$ cat src/rtl/axi_lite_cmd_master_pkg.sv
// Shared definitions for the AXI4-Lite command master: response codes and FSM states.
package axi_lite_cmd_master_pkg;

  localparam logic [1:0] RESP_OKAY   = 2'b00;
  localparam logic [1:0] RESP_EXOKAY = 2'b01;
  localparam logic [1:0] RESP_SLVERR = 2'b10;
  localparam logic [1:0] RESP_DECERR = 2'b11;

  typedef enum logic [2:0] {
    ST_IDLE         = 3'd0,
    ST_WR_ADDR_DATA = 3'd1,
    ST_WR_RESP      = 3'd2,
    ST_RD_ADDR      = 3'd3,
    ST_RD_DATA      = 3'd4,
    ST_RESP         = 3'd5
  } state_e;

endpackage

$ cat src/rtl/axi_lite_timeout_counter.sv
// Saturating transaction timer; expired is high once the count reaches TIMEOUT_CYCLES-1.
module axi_lite_timeout_counter #(
  parameter int TIMEOUT_CYCLES = 1024
) (
  input  logic i_axi_clk,
  input  logic i_axi_rst,
  input  logic clear,
  input  logic enable,
  output logic expired
);

  localparam int W = $clog2(TIMEOUT_CYCLES);
  localparam logic [W-1:0] LAST = W'(TIMEOUT_CYCLES - 1);

  logic [W-1:0] count_q;

  // NOTE: sequential state uses non-blocking assignments so every flop samples pre-edge values.
  always_ff @(posedge i_axi_clk or negedge i_axi_rst) begin
    if (!i_axi_rst)                   count_q <= '0;
    else if (clear)                   count_q <= '0;
    else if (enable && !expired)      count_q <= count_q + 1'b1;
  end

  assign expired = (count_q == LAST);

endmodule

$ cat src/rtl/axi_lite_cmd_master.sv
// Single-outstanding AXI4-Lite master driven by a valid/ready command/response interface.
module axi_lite_cmd_master
  import axi_lite_cmd_master_pkg::*;
#(
  parameter int ADDR_WIDTH     = 16,
  parameter int DATA_WIDTH     = 32,
  parameter int STROBE_WIDTH   = DATA_WIDTH / 8,
  parameter int TIMEOUT_CYCLES = 1024
) (
  input  logic                    i_axi_clk,
  input  logic                    i_axi_rst,
  input  logic                    i_cmd_valid,
  output logic                    o_cmd_ready,
  input  logic                    i_cmd_write,
  input  logic [ADDR_WIDTH-1:0]   i_cmd_addr,
  input  logic [DATA_WIDTH-1:0]   i_cmd_wdata,
  input  logic [STROBE_WIDTH-1:0] i_cmd_wstrb,
  output logic                    o_rsp_valid,
  input  logic                    i_rsp_ready,
  output logic [DATA_WIDTH-1:0]   o_rsp_rdata,
  output logic [1:0]              o_rsp_resp,
  output logic                    o_rsp_timeout,
  output logic                    o_awvalid,
  output logic [ADDR_WIDTH-1:0]   o_awaddr,
  input  logic                    i_awready,
  output logic                    o_wvalid,
  output logic [DATA_WIDTH-1:0]   o_wdata,
  output logic [STROBE_WIDTH-1:0] o_wstrb,
  input  logic                    i_wready,
  input  logic                    i_bvalid,
  output logic                    o_bready,
  input  logic [1:0]              i_bresp,
  output logic                    o_arvalid,
  output logic [ADDR_WIDTH-1:0]   o_araddr,
  input  logic                    i_arready,
  input  logic                    i_rvalid,
  output logic                    o_rready,
  input  logic [1:0]              i_rresp,
  input  logic [DATA_WIDTH-1:0]   i_rdata
);

  state_e                  state_q, state_d;
  logic                    awvalid_d, wvalid_d, arvalid_d, bready_d, rready_d;
  logic                    rsp_valid_d, rsp_timeout_d;
  logic [1:0]              rsp_resp_d;
  logic [DATA_WIDTH-1:0]   rsp_rdata_d, wdata_d;
  logic [ADDR_WIDTH-1:0]   awaddr_d, araddr_d;
  logic [STROBE_WIDTH-1:0] wstrb_d;
  logic                    timer_clear, timer_enable, timer_expired, do_timeout;

  axi_lite_timeout_counter #(.TIMEOUT_CYCLES(TIMEOUT_CYCLES)) u_timer (
    .i_axi_clk (i_axi_clk),
    .i_axi_rst (i_axi_rst),
    .clear     (timer_clear),
    .enable    (timer_enable),
    .expired   (timer_expired)
  );

  assign o_cmd_ready = (state_q == ST_IDLE);

  // NOTE: every always_comb output gets a default first, so no path can infer a latch.
  always_comb begin
    state_d       = state_q;
    awvalid_d     = o_awvalid;
    wvalid_d      = o_wvalid;
    arvalid_d     = o_arvalid;
    bready_d      = 1'b0;
    rready_d      = 1'b0;
    rsp_valid_d   = o_rsp_valid;
    rsp_resp_d    = o_rsp_resp;
    rsp_timeout_d = o_rsp_timeout;
    rsp_rdata_d   = o_rsp_rdata;
    awaddr_d      = o_awaddr;
    araddr_d      = o_araddr;
    wdata_d       = o_wdata;
    wstrb_d       = o_wstrb;
    timer_clear   = 1'b0;
    timer_enable  = 1'b0;
    do_timeout    = 1'b0;

    unique case (state_q)
      ST_IDLE: begin
        if (i_cmd_valid) begin
          timer_clear = 1'b1;
          if (i_cmd_write) begin
            awaddr_d  = i_cmd_addr;
            wdata_d   = i_cmd_wdata;
            wstrb_d   = i_cmd_wstrb;
            awvalid_d = 1'b1;
            wvalid_d  = 1'b1;
            state_d   = ST_WR_ADDR_DATA;
          end else begin
            araddr_d  = i_cmd_addr;
            arvalid_d = 1'b1;
            state_d   = ST_RD_ADDR;
          end
        end
      end
      ST_WR_ADDR_DATA: begin
        timer_enable = 1'b1;
        awvalid_d    = o_awvalid & ~i_awready;
        wvalid_d     = o_wvalid & ~i_wready;
        if (!awvalid_d && !wvalid_d) begin
          bready_d = 1'b1;
          state_d  = ST_WR_RESP;
        end else if (timer_expired) begin
          do_timeout = 1'b1;
        end
      end
      ST_WR_RESP: begin
        timer_enable = 1'b1;
        bready_d     = 1'b1;
        if (i_bvalid) begin
          bready_d      = 1'b0;
          rsp_valid_d   = 1'b1;
          rsp_resp_d    = i_bresp;
          rsp_timeout_d = 1'b0;
          rsp_rdata_d   = '0;
          state_d       = ST_RESP;
        end else if (timer_expired) begin
          do_timeout = 1'b1;
        end
      end
      ST_RD_ADDR: begin
        timer_enable = 1'b1;
        if (i_arready) begin
          arvalid_d = 1'b0;
          rready_d  = 1'b1;
          state_d   = ST_RD_DATA;
        end else if (timer_expired) begin
          do_timeout = 1'b1;
        end
      end
      ST_RD_DATA: begin
        timer_enable = 1'b1;
        rready_d     = 1'b1;
        if (i_rvalid) begin
          rready_d      = 1'b0;
          rsp_valid_d   = 1'b1;
          rsp_resp_d    = i_rresp;
          rsp_timeout_d = 1'b0;
          rsp_rdata_d   = i_rdata;
          state_d       = ST_RESP;
        end else if (timer_expired) begin
          do_timeout = 1'b1;
        end
      end
      ST_RESP: begin
        if (i_rsp_ready) begin
          rsp_valid_d = 1'b0;
          state_d     = ST_IDLE;
        end
      end
      default: state_d = ST_IDLE;
    endcase

    // A hung slave loses the transaction: every channel is released and an error is reported.
    if (do_timeout) begin
      awvalid_d     = 1'b0;
      wvalid_d      = 1'b0;
      arvalid_d     = 1'b0;
      bready_d      = 1'b0;
      rready_d      = 1'b0;
      rsp_valid_d   = 1'b1;
      rsp_resp_d    = RESP_SLVERR;
      rsp_timeout_d = 1'b1;
      rsp_rdata_d   = '0;
      state_d       = ST_RESP;
    end
  end

  always_ff @(posedge i_axi_clk or negedge i_axi_rst) begin
    if (!i_axi_rst) begin
      state_q       <= ST_IDLE;
      o_awvalid     <= 1'b0;
      o_wvalid      <= 1'b0;
      o_arvalid     <= 1'b0;
      o_bready      <= 1'b0;
      o_rready      <= 1'b0;
      o_rsp_valid   <= 1'b0;
      o_rsp_resp    <= RESP_OKAY;
      o_rsp_timeout <= 1'b0;
      o_rsp_rdata   <= '0;
      o_awaddr      <= '0;
      o_araddr      <= '0;
      o_wdata       <= '0;
      o_wstrb       <= '0;
    end else begin
      state_q       <= state_d;
      o_awvalid     <= awvalid_d;
      o_wvalid      <= wvalid_d;
      o_arvalid     <= arvalid_d;
      o_bready      <= bready_d;
      o_rready      <= rready_d;
      o_rsp_valid   <= rsp_valid_d;
      o_rsp_resp    <= rsp_resp_d;
      o_rsp_timeout <= rsp_timeout_d;
      o_rsp_rdata   <= rsp_rdata_d;
      o_awaddr      <= awaddr_d;
      o_araddr      <= araddr_d;
      o_wdata       <= wdata_d;
      o_wstrb       <= wstrb_d;
    end
  end

endmodule

$ cat config.mk
export PLATFORM = sky130hd
export DESIGN_NAME = axi_lite_cmd_master
export DESIGN_NICKNAME = d
export VERILOG_FILES = /design/src/rtl/axi_lite_cmd_master_pkg.sv /design/src/rtl/axi_lite_timeout_counter.sv /design/src/rtl/axi_lite_cmd_master.sv
export SDC_FILE = /design/constraint.sdc
export NUM_CORES = 1
export LEC_CHECK = 0
export CORE_ASPECT_RATIO = 1.1
export CORE_UTILIZATION = 45
export CTS_BUF_LIST = sky130_fd_sc_hd__clkbuf_8
export DETAILED_ROUTE_END_ITERATION = 8
export HOLD_SLACK_MARGIN = 0.12
export MAX_ROUTING_LAYER = met4
export PLACE_DENSITY = 0.87
export SLEW_MARGIN = 25
export SYNTH_ARGS = -nofsm -noshare
export SYNTH_HDL_FRONTEND = slang
export SYNTH_SLANG_ARGS = --single-unit
$ cat constraint.sdc
create_clock -name i_axi_clk -period 2.52 [get_ports i_axi_clk]
set_input_delay 0.504 -clock i_axi_clk [delete_from_list [all_inputs] [get_ports i_axi_clk]]
set_output_delay 0.504 -clock i_axi_clk [all_outputs]
set_load 0.01 [all_outputs]
==> results.ini <==
[setup_path]
crit_fanout=8
cp-end-kind=primary output
cp.depth=2
critical_path_class=reg -> out
rrSetupSlack_ps=330
cpPeakStageDelay_ps=620
worst-endpoint-required_ps=2020
timing.rr.start=state_q[0]
critPathLaunchType=flip-flop
path_delay_family=buffers and inverters
endpoint=o_cmd_ready
worstRegToRegCells=7
path_cells=nor3_2 > clkdlybuf4s50_1
r2r_end=o_rsp_rdata[20]
cp_num_buf_inv=1
worstPathArrival_ps=1880
cp-startpoint=state_q[0]
slowest_stage=clkdlybuf4s50_1

[yosys]
ys.flop_type=dfrtp_1
yosysWarnings=0
syn_nets=519
ys_seq_elements=122
synth_cell_types=48
ys_async_sr_fraction_pct=100.0
synth_edf_count=0
avgSynthCellArea_um2=12.61
syn_inst=420
ys_seq_area_share_pct=57.64
synth_area_um2=5296

[outcome]
status=finished, final reports clean

[global_routing]
grt_pass1_wl_um=21310
grt_overflow=0
grtUsageTotal_pct=23.89
antenna_found_initial=0
first_global_vias=4324
grt_max_degree=123

[clock_tree]
cts_root_buffer=clkbuf_8
clock_latency_ps=420
clkSinkCount=122
cts_buffer_depth=2
h-tree-depth=4
post-cts-setup-buffers=0
path_clk_slew_ps=70
cts_tree=built
cts_buffers=17

[routing]
drtIter0Drc=194
final_antenna_net_count=0
drc=0
wirelength_um=13500
post_drt_via_cell_ratio=5.148
wire_per_inst_um=16.89
via_count=4113
dr.pass1.iters=4

[timing]
finClkSkew_ps=7.889
tns_ps=0
fin_crit_sh_pct=94.78
final-hold-violation-count=0
min_period_ps=2389
slew_headroom_pct=56.58
rsz0062_at_grt=false
finalSetupViolCount=0
max_freq_mhz=418.7
worst_pin_slew_ps=651.2
maxSlewViolCount=0

[flow_run]
max-cap-violations=0

[floorplanning]
die_h_um=115.8
initial_core_util_pct=46.09
pin_count=208
rows=41
core_um2=11490
die_w_um=105.4
fp.dieArea_um2=12210

[final_layout]
num-nets-final=735
n_antenna_cell=0
layout-drive-gt1-share_pct=9.861
final_util_pct=69.08
synthToLayoutAreaGrowth_pct=49.87
fillers=843

[pwr]
peakVddDrop_mv=0.6502
leakage_nw=3.405
p_per_area_nw_per_um2=1107

[placement]
post-dp-hpwl_um=9674
gp_congestion=0.7858
io_buffers=207

[worst_hold_path]
min_path_type=in -> async

-- routing by layer --
metal	up-vias	wire [um]	GRT usage, %
met5	-	0	-
met4	0	260	10.70
met3	20	974	8.268
met2	168	6935	39.04
met1	2019	5325	26.61
li1	1906	-	-
-- flip-flops by register name, indices dropped and copies added, names as in the netlist, 2 cells and up --
signal / flops
o_rsp_rdata: 32
o_wdata: 32
o_araddr: 16
o_awaddr: 16
u_timer.count_q: 10
o_wstrb: 4
state_q: 3
o_rsp_resp: 2
-- Yosys cell counts, drive strengths merged, types with 2 or more instances --
master  instances  area share (%)
a21o            3            0.43
a21oi           8            0.76
a31oi           2            0.35
and2           33             3.9
and3            2            0.24
and4            2            0.33
buf            20             2.2
clkbuf          4            0.28
dfrtp         122              58
inv             4            0.28
mux2           68              14
mux2i          38             7.2
nand2          20             1.4
nand2b          3            0.35
nand3           6            0.57
nand3b          4            0.57
nand4           5            0.59
nor2           36             2.6
nor2b           4            0.47
nor3            5            0.47
nor3b           2            0.38
nor4b           2            0.61
o211ai          3            0.43
o21ai           3            0.28
o22ai           2            0.24
o31ai           2            0.28
-- cell type report --
cell class                      count  area (um^2)  area share [%]
Clock buffer                       18        247.7           3.121
Clock inverter                     14        108.9           1.371
Inverter                            4        15.01          0.1892
Multi-Input combinational cell    270         2126           26.78
Sequential cell                   122         3053           38.46
Tap cell                          150        187.7           2.364
Timing Repair Buffer              221         2200           27.71
-- power breakdown --
group	internal [mW]	leakage [nW]	switching (mW)
Clock	0.787	0.179	0.779
Combinational	2.27	1.69	1.68
Sequential	2.77	1.53	0.496
-- placed cells by master, fill, tap and decap left out, drive strengths merged, types with 6 or more instances in the layout --
master	n
dfrtp	122
clkdlybuf4s50	206
buf	15
inv	6
mux2	68
nand2	20
and2	33
a21oi	8
clkinv	6
clkbuf	18
mux2i	38
nand3	6
nor2	36
-- worst min-delay path by stage --
stage	from	slack, ps	end
global placement	o_araddr[6]	470	o_araddr[6]
finish	i_axi_rst	140	o_araddr[3]
detailed placement	o_araddr[11]	470	o_araddr[11]
CTS	i_axi_rst	180	o_wdata[30]
global route	i_axi_rst	190	o_araddr[3]
floorplan	i_axi_rst	210	o_araddr[0]
-- what timing repair did --
action	in CTS	in global routing
setup endpoints to repair	1	0
hold buffers	0	0
gates resized for setup	1	0
-- logic make-up (layout without fill, tap and decap cells) --
| group | count (synthesis) | after routing | share of synthesized area [%] |
|---|---|---|---|
| AOI/OAI and AO/OA | 34 | 34 | 4.536 |
| adders and majority gates | 1 | 1 | 0.2362 |
| buffers and inverters | 28 | 257 | 2.740 |
| DFF | 122 | 122 | 57.64 |
| muxes | 106 | 106 | 21.64 |
| and+or+nand+nor | 129 | 129 | 13.21 |
-- through the flow --
stage          instance area (um^2)  cells  hold WS (ps)  setup WS, ps  power (mW)
6_report                       7938    799         137.4         131.5       8.787
5_1_grt                        7938    799         190.4         39.26       9.323
4_1_cts                        7938    799         180.8         110.9       8.888
3_5_place_dp                   7576    767         474.8         270.0       7.242
3_3_place_gp                   7576    767         467.3         323.2       7.074
2_1_floorplan                  5296    420         208.4         767.7       5.023
Note: power is estimated with default switching activity, not from simulation.
